[config.mk]
export PLATFORM = sky130hd
export DESIGN_NAME = adc_sample_averager_flat
export DESIGN_NICKNAME = d
export VERILOG_FILES = /design/src/rtl/adc_pkg.sv /design/src/rtl/adc_sample_averager_if.sv /design/src/rtl/adc_minmax_tracker.sv /design/src/rtl/adc_sample_averager.sv /design/src/flat_wrapper.sv
export SDC_FILE = /design/constraint.sdc
export NUM_CORES = 1
export LEC_CHECK = 0
export ABC_CLOCK_PERIOD_IN_PS = 3700
export CORE_UTILIZATION = 25
export DETAILED_ROUTE_END_ITERATION = 10
export DONT_BUFFER_PORTS = 1
export PLACE_DENSITY_LB_ADDON = 0.15
export REMOVE_ABC_BUFFERS = 1
export SLEW_MARGIN = 30
export SYNTH_ARGS = -nofsm -noshare
export SYNTH_HDL_FRONTEND = slang
export SYNTH_HIERARCHICAL = 1
export SYNTH_SLANG_ARGS = --single-unit
[constraint.sdc]
create_clock -name clk_adc -period 3.7 [get_ports clk_adc]
set_input_delay 0.37 -clock clk_adc [delete_from_list [all_inputs] [get_ports clk_adc]]
set_output_delay 0.37 -clock clk_adc [all_outputs]
set_load 0.02 [all_outputs]
[src/rtl/adc_pkg.sv]
// Shared definitions for the ADC averaging path: state encoding, default
// widths and the accumulator sizing helper. Optional feature macro used by
// the averager files: ADC_AVG_MINMAX_EN (per-block min/max outputs).
package adc_pkg;

  localparam int ADC_DATA_WIDTH   = 16;
  localparam int ADC_LOG2_AVG_MAX = 8;

  typedef enum logic {
    IDLE  = 1'b0,
    ACCUM = 1'b1
  } avg_state_t;

  // Sum of 2^log2_avg_max samples of data_width bits never exceeds this width.
  function automatic int acc_width(input int data_width, input int log2_avg_max);
    return data_width + log2_avg_max;
  endfunction

endpackage

[src/rtl/adc_sample_averager_if.sv]
// Sample-in / result-out bus of the averager. With ADC_AVG_MINMAX_EN defined
// the bus also carries the per-block min/max values.
interface adc_sample_averager_if
  import adc_pkg::*;
#(
  parameter int DATA_WIDTH = ADC_DATA_WIDTH
);

  logic [DATA_WIDTH-1:0] sample_i;
  logic                  sample_valid_i;
  logic [DATA_WIDTH-1:0] avg_data_o;
  logic                  avg_valid_o;
  logic                  avg_ready_i;
`ifdef ADC_AVG_MINMAX_EN
  logic [DATA_WIDTH-1:0] min_o;
  logic [DATA_WIDTH-1:0] max_o;
`endif

  // Averager side: consumes samples, produces results.
  modport master (
    input  sample_i,
    input  sample_valid_i,
    input  avg_ready_i,
    output avg_data_o,
    output avg_valid_o
`ifdef ADC_AVG_MINMAX_EN
    ,
    output min_o,
    output max_o
`endif
  );

  // Environment side: produces samples, consumes results.
  modport slave (
    output sample_i,
    output sample_valid_i,
    output avg_ready_i,
    input  avg_data_o,
    input  avg_valid_o
`ifdef ADC_AVG_MINMAX_EN
    ,
    input  min_o,
    input  max_o
`endif
  );

endinterface

[src/rtl/adc_minmax_tracker.sv]
// Running min/max of the samples in one block. The load output includes the
// sample presented in the same cycle, so the final sample of a block counts.
// Only instantiated when ADC_AVG_MINMAX_EN is defined.
module adc_minmax_tracker
  import adc_pkg::*;
#(
  parameter int DATA_WIDTH = ADC_DATA_WIDTH
) (
  input  logic                  clk_adc,
  input  logic                  rst,
  input  logic                  clear_i,
  input  logic                  update_i,
  input  logic                  load_i,
  input  logic [DATA_WIDTH-1:0] sample_i,
  output logic [DATA_WIDTH-1:0] min_o,
  output logic [DATA_WIDTH-1:0] max_o
);

  logic [DATA_WIDTH-1:0] run_min_q, run_max_q;
  logic [DATA_WIDTH-1:0] run_min_d, run_max_d;
  logic [DATA_WIDTH-1:0] min_q, max_q;

  // Fold the current sample into the running extremes.
  always_comb begin
    run_min_d = run_min_q;
    run_max_d = run_max_q;
    if (update_i) begin
      if (sample_i < run_min_q) run_min_d = sample_i;
      if (sample_i > run_max_q) run_max_d = sample_i;
    end
  end

  // Running trackers restart at min=all-ones / max=0 at each block start.
  always_ff @(posedge clk_adc or posedge rst) begin
    if (rst) begin
      run_min_q <= '1;
      run_max_q <= '0;
    end else if (clear_i) begin
      run_min_q <= '1;
      run_max_q <= '0;
    end else begin
      run_min_q <= run_min_d;
      run_max_q <= run_max_d;
    end
  end

  // Published values load alongside the averaged result.
  always_ff @(posedge clk_adc or posedge rst) begin
    if (rst) begin
      min_q <= '0;
      max_q <= '0;
    end else if (load_i) begin
      min_q <= run_min_d;
      max_q <= run_max_d;
    end
  end

  assign min_o = min_q;
  assign max_o = max_q;

endmodule

[src/rtl/adc_sample_averager.sv]
// Block averager: accumulates 2^N samples and presents the truncated mean on
// a valid/ready output register. Optional macro ADC_AVG_MINMAX_EN adds
// per-block min/max outputs on the bus.
module adc_sample_averager
  import adc_pkg::*;
#(
  parameter int DATA_WIDTH   = ADC_DATA_WIDTH,
  parameter int LOG2_AVG_MAX = ADC_LOG2_AVG_MAX
) (
  input  logic                  clk_adc,
  input  logic                  rst,
  input  logic                  enable_i,
  input  logic [3:0]            avg_log2_i,
  input  logic                  clear_i,
  output logic                  busy_o,
  output logic                  overrun_o,
  output logic [LOG2_AVG_MAX:0] sample_cnt_o,
  adc_sample_averager_if.master bus
);

  localparam int         AW    = acc_width(DATA_WIDTH, LOG2_AVG_MAX);
  localparam int         CW    = LOG2_AVG_MAX + 1;
  localparam logic [3:0] N_MAX = 4'(LOG2_AVG_MAX);

  avg_state_t            state_q, state_d;
  logic [3:0]            n_q, n_clip;
  logic [AW-1:0]         acc_q, acc_d, acc_sum;
  logic [CW-1:0]         cnt_q, cnt_d, cnt_inc, block_len;
  logic                  accum_run, sample_take, block_done, block_abort;
  logic [DATA_WIDTH-1:0] result;
  logic [DATA_WIDTH-1:0] avg_data_q;
  logic                  avg_valid_q, overrun_q;
  logic                  load_out, drop_out, consume;
  logic                  busy;

  assign n_clip      = (avg_log2_i > N_MAX) ? N_MAX : avg_log2_i;
  assign accum_run   = (state_q == ACCUM) && enable_i;
  assign block_abort = (state_q == ACCUM) && !enable_i;
  assign sample_take = accum_run && bus.sample_valid_i;
  assign cnt_inc     = cnt_q + CW'(1);
  assign block_len   = CW'(1) << n_q;
  assign block_done  = sample_take && (cnt_inc == block_len);
  assign acc_sum     = acc_q + AW'(bus.sample_i);
  assign result      = DATA_WIDTH'(acc_sum >> n_q);

  // A finished block either loads the output register or is dropped.
  assign consume  = avg_valid_q && bus.avg_ready_i;
  assign load_out = block_done && (!avg_valid_q || bus.avg_ready_i);
  assign drop_out = block_done && avg_valid_q && !bus.avg_ready_i;

  // State register.
  always_ff @(posedge clk_adc or posedge rst) begin
    if (rst) state_q <= IDLE;
    else     state_q <= state_d;
  end

  // Next state: enable level alone moves between IDLE and ACCUM.
  always_comb begin
    state_d = state_q;
    if (state_q == IDLE) begin
      if (enable_i) state_d = ACCUM;
    end else begin
      if (!enable_i) state_d = IDLE;
    end
  end

  // FSM outputs.
  always_comb begin
    busy = (state_q == ACCUM);
  end

  // Accumulator and count: cleared outside ACCUM, on abort and at block end.
  always_comb begin
    acc_d = acc_q;
    cnt_d = cnt_q;
    if (!accum_run || block_done) begin
      acc_d = '0;
      cnt_d = '0;
    end else if (sample_take) begin
      acc_d = acc_sum;
      cnt_d = cnt_inc;
    end
  end

  // Accumulator, count and block exponent registers.
  always_ff @(posedge clk_adc or posedge rst) begin
    if (rst) begin
      acc_q <= '0;
      cnt_q <= '0;
      n_q   <= '0;
    end else begin
      acc_q <= acc_d;
      cnt_q <= cnt_d;
      if (((state_q == IDLE) && enable_i) || block_done) n_q <= n_clip;
    end
  end

  // Output register: refill on empty or same-cycle consume, else hold.
  always_ff @(posedge clk_adc or posedge rst) begin
    if (rst) begin
      avg_data_q  <= '0;
      avg_valid_q <= 1'b0;
    end else if (load_out) begin
      avg_data_q  <= result;
      avg_valid_q <= 1'b1;
    end else if (consume) begin
      avg_valid_q <= 1'b0;
    end
  end

  // Sticky overrun; a new drop takes priority over clear.
  always_ff @(posedge clk_adc or posedge rst) begin
    if (rst)           overrun_q <= 1'b0;
    else if (drop_out) overrun_q <= 1'b1;
    else if (clear_i)  overrun_q <= 1'b0;
  end

`ifdef ADC_AVG_MINMAX_EN
  adc_minmax_tracker #(
    .DATA_WIDTH(DATA_WIDTH)
  ) u_minmax (
    .clk_adc (clk_adc),
    .rst     (rst),
    .clear_i (!accum_run || block_done || block_abort),
    .update_i(sample_take),
    .load_i  (load_out),
    .sample_i(bus.sample_i),
    .min_o   (bus.min_o),
    .max_o   (bus.max_o)
  );
`endif

  assign bus.avg_data_o  = avg_data_q;
  assign bus.avg_valid_o = avg_valid_q;
  assign busy_o          = busy;
  assign overrun_o       = overrun_q;
  assign sample_cnt_o    = cnt_q;

endmodule

[src/flat_wrapper.sv]
// flat-port wrapper written by rule: the top's interface ports become plain ports
module adc_sample_averager_flat import adc_pkg::*;
#(
  parameter int DATA_WIDTH   = ADC_DATA_WIDTH,
  parameter int LOG2_AVG_MAX = ADC_LOG2_AVG_MAX
)
  (clk_adc, rst, enable_i, avg_log2_i, clear_i, busy_o, overrun_o, sample_cnt_o, bus_sample_i, bus_sample_valid_i, bus_avg_ready_i, bus_avg_data_o, bus_avg_valid_o);
  adc_sample_averager_if #(.DATA_WIDTH(DATA_WIDTH)) bus_i ();
  input  logic clk_adc;
  input  logic rst;
  input  logic enable_i;
  input  logic [3:0] avg_log2_i;
  input  logic clear_i;
  output logic busy_o;
  output logic overrun_o;
  output logic [LOG2_AVG_MAX:0] sample_cnt_o;
  input wire logic [$bits(bus_i.sample_i)-1:0] bus_sample_i;
  input wire logic [$bits(bus_i.sample_valid_i)-1:0] bus_sample_valid_i;
  input wire logic [$bits(bus_i.avg_ready_i)-1:0] bus_avg_ready_i;
  output wire logic [$bits(bus_i.avg_data_o)-1:0] bus_avg_data_o;
  output wire logic [$bits(bus_i.avg_valid_o)-1:0] bus_avg_valid_o;
  assign bus_i.sample_i = bus_sample_i;
  assign bus_i.sample_valid_i = bus_sample_valid_i;
  assign bus_i.avg_ready_i = bus_avg_ready_i;
  assign bus_avg_data_o = bus_i.avg_data_o;
  assign bus_avg_valid_o = bus_i.avg_valid_o;
  adc_sample_averager #(.DATA_WIDTH(DATA_WIDTH), .LOG2_AVG_MAX(LOG2_AVG_MAX)) u_core (.clk_adc(clk_adc), .rst(rst), .enable_i(enable_i), .avg_log2_i(avg_log2_i), .clear_i(clear_i), .busy_o(busy_o), .overrun_o(overrun_o), .sample_cnt_o(sample_cnt_o), .bus(bus_i));
endmodule
==> results of run 1 <==
[power by group]
part / switching (mW) / internal [mW] / total [mW]
Combinational: 0.472 / 0.362 / 0.834
Sequential: 0.202 / 0.709 / 0.911
Clock: 0.277 / 0.258 / 0.536
[routing by layer]
metal	up-vias	part of all wire (%)	GRT usage [%]
met5	-	0	0
met4	0	1.4	4.65
met3	17	6.5	3.46
met2	145	45	25.3
met1	2190	47	22.6
li1	2135	-	-
[final timing paths]
check	startpoint	endpoint	slack, ps
setup / recovery	u_core/acc_q[6]	u_core/bus.avg_data_o[10]	220
hold / removal	rst	u_core/acc_q[2]	-4
setup reg to reg	u_core/acc_q[6]	u_core/bus.avg_data_o[10]	220
hold reg to reg	u_core/acc_q[11]	u_core/acc_q[11]	530
max in group asynchronous	rst	u_core/bus.avg_data_o[1]	3040
min in group clk_adc	enable_i	u_core/busy_o	80
[per-stage QoR]
stage	cells	util (%)	setup TNS, ps	setup slack, ps	hold WS (ps)
after floorplan	547	-	0	22.8	401
after global placement	833	27.5	0	192	402
after detailed placement	833	27.5	0	190	366
after CTS	841	28.3	0	182	19.6
after global routing	841	28.4	-7.93	-7.93	31.5
final	841	28.4	0	219	-3.89
[cell usage after synthesis, types with 8 or more instances]
| cell | count | area (um^2) |
|---|---|---|
| sky130_fd_sc_hd__ha_1 | 17 | 213 |
| sky130_fd_sc_hd__nand2b_1 | 10 | 62.6 |
| sky130_fd_sc_hd__a31oi_1 | 10 | 62.6 |
| sky130_fd_sc_hd__buf_2 | 12 | 60.1 |
| sky130_fd_sc_hd__o21ai_1 | 11 | 55.1 |
| sky130_fd_sc_hd__nor3_1 | 16 | 80.1 |
| sky130_fd_sc_hd__clkbuf_1 | 24 | 90.1 |
| sky130_fd_sc_hd__nand3_1 | 20 | 100 |
| sky130_fd_sc_hd__nor2_1 | 64 | 240 |
| sky130_fd_sc_hd__mux2_2 | 9 | 101 |
| sky130_fd_sc_hd__nand4_1 | 11 | 68.8 |
| sky130_fd_sc_hd__a21o_1 | 8 | 60.1 |
| sky130_fd_sc_hd__xor2_1 | 16 | 140 |
| sky130_fd_sc_hd__mux4_2 | 13 | 293 |
| sky130_fd_sc_hd__xnor2_1 | 23 | 201 |
| sky130_fd_sc_hd__o21ai_0 | 12 | 60.1 |
| sky130_fd_sc_hd__nor2b_1 | 8 | 50.1 |
| sky130_fd_sc_hd__dfrtp_1 | 56 | 1400 |
| sky130_fd_sc_hd__inv_1 | 20 | 75.1 |
| sky130_fd_sc_hd__mux2i_1 | 37 | 370 |
| sky130_fd_sc_hd__a21oi_1 | 20 | 100 |
| sky130_fd_sc_hd__nand2_1 | 41 | 154 |
[sequential cells by signal, indices dropped and copies added, names as in the netlist]
signal,count
u_core/acc_q,24
u_core/overrun_o,1
u_core/bus.avg_data_o,16
u_core/bus.avg_valid_o,1
u_core/busy_o,1
u_core/sample_cnt_o,9
u_core/n_q,4
[cell type report]
type,count,area (um^2)
Timing Repair Buffer,21,158
Tap cell,265,332
Multi-Input combinational cell,470,3470
Inverter,21,81.3
Sequential cell,56,1400
Clock buffer,5,125
Clock inverter,3,25.0
Fill cell,2124,14100
[cells by family after synthesis]
| logic type | count (synthesis) | synth area share (%) |
|---|---|---|
| buffers and inverters | 61 | 4.86 |
| XOR/XNOR | 39 | 6.69 |
| multiplexers | 61 | 15.5 |
| AND/OR/NAND/NOR | 215 | 21.3 |
| flip-flops | 56 | 27.5 |
| AO/OA/AOI/OAI | 137 | 19.6 |
| adder cells (fa/ha/maj) | 18 | 4.56 |
[repair_timing]
item | 4_1_cts | 5_1_grt
buffers inserted | 0 | 0
endpoints found under the setup margin | 0 | 4
resized for setup | 0 | 2
==> results_tabular.tex, run 1 <==
\begin{tabular}{lr}
\hline
Metric & Value \\
\hline
\multicolumn{2}{l}{\textbf{Worst setup path}} \\
\quad Ordered list of cells on the worst path & ha\_1 > a21oi\_2 > o21ai\_2 > a311oi\_2 > nor3\_1 > or4\_4 > mux4\_2 > mux2\_2 > o32ai\_1 > o21ai\_1 \\
\quad Delay of the slowest critical-path stage & 590 ps \\
\quad Crit. End Element & register \\
\quad Crit Path Max Fanout & 7 \\
\quad Length in cells of the worst reg-to-reg path & 10 \\
\quad Gate family responsible for the most delay along the worst path & compound AO/OA/AOI/OAI gates \\
\quad Startpoint type of the worst setup path & register \\
\quad Critical path type & register to register \\
\quad Critical path data required time & 3900 ps \\
\quad Slowest CP cell & sky130\_fd\_sc\_hd\_\_or4\_4 \\
\quad Data arrival time at the worst-slack endpoint & 3680 ps \\
\quad Count of buffer and inverter cells on the critical path & 0 \\
\quad Levels on crit path & 10 \\
\multicolumn{2}{l}{\textbf{Placement}} \\
\quad HPWL reported at the end of detailed placement & 12400 um \\
\quad Count of input and output buffers & 0 \\
\quad Placed cell areas & 0.00543 mm\^{}2 \\
\quad Global placement routability congestion & 0.848 \\
\multicolumn{2}{l}{\textbf{Clocking}} \\
\quad Post-CTS clock slew at the launch and capture registers of the worst setup and hold paths & 90 ps \\
\quad Hold-fix buffers, CTS & 0 \\
\quad CTS tree & built \\
\quad Number of levels in the clock H-tree & 2 \\
\quad Clock tree root driver cell & sky130\_fd\_sc\_hd\_\_clkbuf\_16 \\
\quad Buffer depth of the longest clock path & 2 \\
\quad Clock tree sinks & 56 \\
\quad Cts bufs inserted & 5 \\
\quad Clock latency on the worst-skew pair & 310 ps \\
\multicolumn{2}{l}{\textbf{Final layout}} \\
\quad Leading cell types in the layout, fill and taps excluded & sky130\_fd\_sc\_hd\_\_nor2\_1, sky130\_fd\_sc\_hd\_\_dfrtp\_1, sky130\_fd\_sc\_hd\_\_nand2\_1, sky130\_fd\_sc\_hd\_\_mux2i\_1, sky130\_fd\_sc\_hd\_\_xnor2\_1 \\
\quad N\_diodes & 0 \\
\quad Synth-to-Final Area Change & 9.56\% \\
\quad Fraction of final layout cells with drive strength greater than 1 & 13.2\% \\
\quad Most common cell after layout, fill and taps aside & sky130\_fd\_sc\_hd\_\_nor2\_1 \\
\quad Final Cell Area & 0.00559 mm\^{}2 \\
\quad Final Net Count & 619 \\
\multicolumn{2}{l}{\textbf{STA}} \\
\quad Number of failing hold endpoints at the final stage & 13 \\
\quad Final Cycle Share & 94.1\% \\
\quad Slew at the pin closest to its max-slew limit & 754 ps \\
\quad Minimum clock period after layout & 3480 ps \\
\quad Count of final max-slew check failures & 0 \\
\quad Relative slew margins & 49.4\% \\
\quad Highest Clock Rate & 287 MHz \\
\quad Final-report setup violation count & 0 \\
\quad Final worst hold slack & -3.89 ps \\
\quad Worst Skew & 8.82 ps \\
\multicolumn{2}{l}{\textbf{Floorplanning}} \\
\quad Boundary pin count & 54 \\
\quad Placeable core region & 0.0197 mm\^{}2 \\
\quad Die Y & 145 um \\
\quad Width of the chip & 145 um \\
\quad Total die area & 0.0210 mm\^{}2 \\
\quad Row Count & 51 \\
\quad Initial Utilization & 25.9\% \\
\multicolumn{2}{l}{\textbf{Global routing}} \\
\quad GRT Residual Overflow & 0 \\
\quad GRT Util Overall & 16.3\% \\
\quad Global-route wire length before repair & 26000 um \\
\quad Pin count of the biggest net entering global routing & 42 \\
\quad Initial antenna violation count & 0 \\
\quad Via count of the first global-routing pass & 4479 \\
\multicolumn{2}{l}{\textbf{Routing}} \\
\quad Average via count per standard cell & 5.34 \\
\quad Number of routed nets with antenna violations & 0 \\
\quad DRC errors left & 0 \\
\quad Routed wire length & 16300 um \\
\quad Number of vias after detailed routing & 4487 \\
\quad Drt initial violations & 279 \\
\quad First-pass iteration count of the detailed router & 4 \\
\quad Per-cell routed wire length & 19.4 um \\
\multicolumn{2}{l}{\textbf{Status}} \\
\quad Run status & finished with violations \\
\quad Violated checks & hold timing \\
\multicolumn{2}{l}{\textbf{Synthesis}} \\
\quad Part of the Yosys area used for sequential elements & 27.5\% \\
\quad Number of cells produced by synthesis & 587 \\
\quad Count of distinct cell types in the synthesized netlist & 79 \\
\quad Combined area of all synthesized cells & 0.00510 mm\^{}2 \\
\quad Post-synth top flop & sky130\_fd\_sc\_hd\_\_dfrtp\_1 \\
\quad Proportion of register bits with asynchronous set or reset after synthesis & 100\% \\
\quad Number of enable-type register cells in the synthesized netlist & 0 \\
\quad FF+latch count, synth & 56 \\
\quad Synthesized area per cell & 8.69 um\^{}2 \\
\quad Yosys warning total & 6 \\
\multicolumn{2}{l}{\textbf{Power and ir drop}} \\
\quad Leakage power summed over all cells & 2.33 nW \\
\quad Final total power & 2.28 mW \\
\quad Max rail drop VDD & 0.000194 V \\
\quad PwrDens & 408 mW/mm\^{}2 \\
\multicolumn{2}{l}{\textbf{Worst hold path}} \\
\quad Min-Delay Path Class & input pin to async pin \\
\multicolumn{2}{l}{\textbf{Flow run}} \\
\quad MaxCap Viol Count & 0 \\
\hline
\end{tabular}
(Power assumes the default switching activity.)
==> inputs of run 2 (changes only) <==
--- a/config.mk
+++ b/config.mk
@@ -6,12 +6,12 @@
 export NUM_CORES = 1
 export LEC_CHECK = 0
 export ABC_CLOCK_PERIOD_IN_PS = 3700
+export CORE_ASPECT_RATIO = 0.5
 export CORE_UTILIZATION = 25
 export DETAILED_ROUTE_END_ITERATION = 10
 export DONT_BUFFER_PORTS = 1
 export PLACE_DENSITY_LB_ADDON = 0.15
 export REMOVE_ABC_BUFFERS = 1
-export SLEW_MARGIN = 30
 export SYNTH_ARGS = -nofsm -noshare
 export SYNTH_HDL_FRONTEND = slang
 export SYNTH_HIERARCHICAL = 1
==> run 2 against run 1 <==
Against the previous run: the run now ends clean; non-clock buffer count rose by 2; power up 1.8%; first-iteration DRC count fell by 14%; global-route usage decreased by 0.58 points; clock power is 7.8% higher; final cell count is 0.36% higher; register-to-register slack worse by 30 ps; design area is 0.96% higher; critical path type unchanged; critical endpoint is now u_core/bus.avg_data_o[11]; largest cell class unchanged.
==> results_tabular.tex, run 2 (same netlist as run 1, synthesis figures left out) <==
\begin{tabular}{lr}
\hline
Metric & Value \\
\hline
\multicolumn{2}{l}{\textbf{STA}} \\
\quad Final-report setup violation count & 0 (unchanged) \\
\quad Worst Skew & 5.74 ps (-3.08 ps) \\
\quad Highest Clock Rate & 285 MHz (-0.86\%) \\
\quad Slew at the pin closest to its max-slew limit & 799 ps (+45.6 ps) \\
\quad Minimum clock period after layout & 3510 ps (+30.1 ps) \\
\quad Unrepaired setup endpoints after global routing & false \\
\quad Min setup slack post-route & 189 ps (-30.1 ps) \\
\quad Final Cycle Share & 94.9\% (+0.81 points) \\
\quad Final sum of negative setup slack & 0 ps (unchanged) \\
\quad Count of final max-slew check failures & 0 (unchanged) \\
\quad Relative slew margins & 46.7\% (-2.7 points) \\
\quad Number of failing hold endpoints at the final stage & 0 (-13) \\
\multicolumn{2}{l}{\textbf{Worst setup path}} \\
\quad Startpoint type of the worst setup path & register \\
\quad Terminus of the critical flop-to-flop path & u\_core/bus.avg\_data\_o[11] \\
\quad Length in cells of the worst reg-to-reg path & 10 (unchanged) \\
\quad Critical path data required time & 3900 ps (about the same) \\
\quad Crit. End Element & register \\
\quad Critical path type & register to register \\
\quad R2r startpoint & u\_core/acc\_q[6] \\
\quad Crit Path Max Fanout & 7 (unchanged) \\
\quad Setup slack on the worst flop-to-flop path & 190 ps (-30 ps) \\
\quad Data arrival time at the worst-slack endpoint & 3710 ps (+30 ps) \\
\multicolumn{2}{l}{\textbf{Placement}} \\
\quad HPWL reported at the end of detailed placement & 12400 um (about the same) \\
\quad Worst slack at placement & 113 ps (-76.2 ps) \\
\quad Global placement routability congestion & 0.841 (-0.84\%) \\
\quad Count of input and output buffers & 0 (unchanged) \\
\multicolumn{2}{l}{\textbf{Power and ir drop}} \\
\quad Switching share of power & 39.7\% (-2.1 points) \\
\quad Switching Power & 921 uW (-3.3\%) \\
\quad Max rail drop VDD & 0.000185 V (-4.4\%) \\
\quad Leakage power summed over all cells & 2.36 nW (+1.1\%) \\
\quad Portion of total power attributed to combinational logic & 36.3\% (-0.3 points) \\
\quad Portion of total power attributed to sequential cells & 38.8\% (-1.1 points) \\
\quad Internal cell power & 1.40 mW (+5.5\%) \\
\quad PwrDens & 412 mW/mm\^{}2 (+0.86\%) \\
\quad Power share of the clock group & 24.9\% (+1.4 points) \\
\multicolumn{2}{l}{\textbf{Final layout}} \\
\quad Final Net Count & 621 (+0.32\%) \\
\quad N\_diodes & 0 (unchanged) \\
\quad Leading cell types in the layout, fill and taps excluded & sky130\_fd\_sc\_hd\_\_nor2\_1, sky130\_fd\_sc\_hd\_\_dfrtp\_1, sky130\_fd\_sc\_hd\_\_nand2\_1, sky130\_fd\_sc\_hd\_\_mux2i\_1 \\
\quad Most common cell after layout, fill and taps aside & sky130\_fd\_sc\_hd\_\_nor2\_1 \\
\quad Fraction of final layout cells with drive strength greater than 1 & 13.8\% (+0.65 points) \\
\quad Number of flip-flops under the largest register name & 24 (unchanged) \\
\quad Reg with most FFs & u\_core/acc\_q \\
\quad Synth-to-Final Area Change & 10.6\% \\
\multicolumn{2}{l}{\textbf{Floorplanning}} \\
\quad Width of the chip & 204 um (+41\%) \\
\quad Initial Utilization & 25.9\% (about the same) \\
\quad Placeable core region & 0.0197 mm\^{}2 (about the same) \\
\quad Row Count & 36 (-29\%) \\
\quad Boundary pin count & 54 (unchanged) \\
\quad Total die area & 0.0210 mm\^{}2 (+0.17\%) \\
\quad Die Y & 103 um (-29\%) \\
\multicolumn{2}{l}{\textbf{Clocking}} \\
\quad Number of setup buffers added after CTS & 0 (unchanged) \\
\quad Clock latency on the worst-skew pair & 300 ps (about the same) \\
\quad Buffer depth of the longest clock path & 2 (unchanged) \\
\quad CTS tree & built \\
\quad Clock tree sinks & 56 (unchanged) \\
\quad Cts bufs inserted & 5 (unchanged) \\
\quad Number of levels in the clock H-tree & 2 (unchanged) \\
\quad Post-CTS clock slew at the launch and capture registers of the worst setup and hold paths & 80 ps (about the same) \\
\quad Clock tree root driver cell & sky130\_fd\_sc\_hd\_\_clkbuf\_16 \\
\multicolumn{2}{l}{\textbf{Routing}} \\
\quad Total met3 wirelength after detailed routing & 646 um (-39\%) \\
\quad DR top layer & met4 \\
\quad First-pass iteration count of the detailed router & 4 (unchanged) \\
\quad Number of routed nets with antenna violations & 0 (unchanged) \\
\quad Drt initial violations & 239 (-14\%) \\
\quad Metal-1 WL & 8020 um (+4.2\%) \\
\quad DRC errors left & 0 (unchanged) \\
\quad Routed wire length & 16100 um (-0.94\%) \\
\quad Met2 wire len & 7300 um (-0.18\%) \\
\quad Number of vias after detailed routing & 4421 (-1.5\%) \\
\quad Average via count per standard cell & 5.24 (-1.8\%) \\
\quad Per-cell routed wire length & 19.1 um (-1.3\%) \\
\multicolumn{2}{l}{\textbf{Global routing}} \\
\quad Global-route wire length before repair & 25400 um (-2.1\%) \\
\quad GRT Util Overall & 15.7\% (-0.58 points) \\
\quad Via count of the first global-routing pass & 4258 (-4.9\%) \\
\quad GRT Residual Overflow & 0 (unchanged) \\
\quad Pin count of the biggest net entering global routing & 47 (+12\%) \\
\quad Initial antenna violation count & 0 (unchanged) \\
\multicolumn{2}{l}{\textbf{Flow run}} \\
\quad MaxCap Viol Count & 0 (unchanged) \\
\multicolumn{2}{l}{\textbf{Status}} \\
\quad Run status & finished clean \\
\multicolumn{2}{l}{\textbf{Worst hold path}} \\
\quad Min-Delay Path Class & input pin to async pin \\
\hline
\end{tabular}
## run 2: changes by cell type in the layout (fill, tap and decap cells not counted), sizes merged
cell	before	now
bufinv	0	1
buf	21	23
inv	22	20
clkinvlp	1	0
clkinv	1	3
## run 2: how the worst max path moves through the flow
stage,from,end,slack (ps),cells past startpoint
6_report,u_core/acc_q[6],u_core/bus.avg_data_o[11],190,10
4_1_cts,u_core/acc_q[0],u_core/bus.avg_data_o[9],120,12
3_3_place_gp,bus_sample_i[11],u_core/bus.avg_data_o[11],120,10
3_5_place_dp,bus_sample_i[0],u_core/bus.avg_data_o[9],110,12
2_1_floorplan,u_core/n_q[0],u_core/bus.avg_data_o[7],20,8
5_1_grt,u_core/acc_q[6],u_core/bus.avg_data_o[11],8,10
## run 2: metrics by stage
step	util (%)	std cells	total power [mW]	hold WS [ps]	cell area (um^2)
3_3_place_gp	27.6	836	1.76	402	5450
2_1_floorplan	-	547	1.49	401	4930
4_1_cts	28.5	844	2.35	77.4	5620
6_report	28.6	844	2.32	81.9	5640
5_1_grt	28.6	844	2.48	65.9	5640
3_5_place_dp	27.6	836	1.76	402	5450
## run 2: final cells by class
cell class	instances	area, um^2
clock buffer	5	125
clock inverter	3	47.5
fill	2139	14100
inverter	21	78.8
multi-input combinational	470	3480
sequential	56	1400
tap	266	333
timing repair buffer	23	173
## run 2: what timing repair did
item	4_1_cts	5_1_grt
resized for setup	0	4
hold buffers	0	0
endpoints found under the setup margin	0	7
## run 2: layer usage
layer	track usage [%]	vias to the layer above
met3	2.97	12
met4	2.99	0
li1	-	2150
met2	25.9	91
met1	21.6	2168
met5	0	-
## run 2: power groups by stage
stage / registers [mW] / clock network [mW] / logic [mW]
2_1_floorplan: 0.924 / 0 / 0.564
3_3_place_gp: 0.918 / 0 / 0.841
3_5_place_dp: 0.917 / 0 / 0.841
4_1_cts: 0.907 / 0.603 / 0.844
5_1_grt: 0.917 / 0.627 / 0.933
6_report: 0.902 / 0.578 / 0.842
## run 2: critical path: stages (launching register included)
cell                       delay (ps)
sky130_fd_sc_hd__dfrtp_1          380
sky130_fd_sc_hd__ha_1             370
sky130_fd_sc_hd__a21oi_2          260
sky130_fd_sc_hd__o21ai_2          120
sky130_fd_sc_hd__a311oi_2         420
sky130_fd_sc_hd__nor3_1           100
sky130_fd_sc_hd__or4_4            600
sky130_fd_sc_hd__mux4_2           500
sky130_fd_sc_hd__mux2i_1          260
sky130_fd_sc_hd__a32oi_1          110
sky130_fd_sc_hd__mux2_4           270
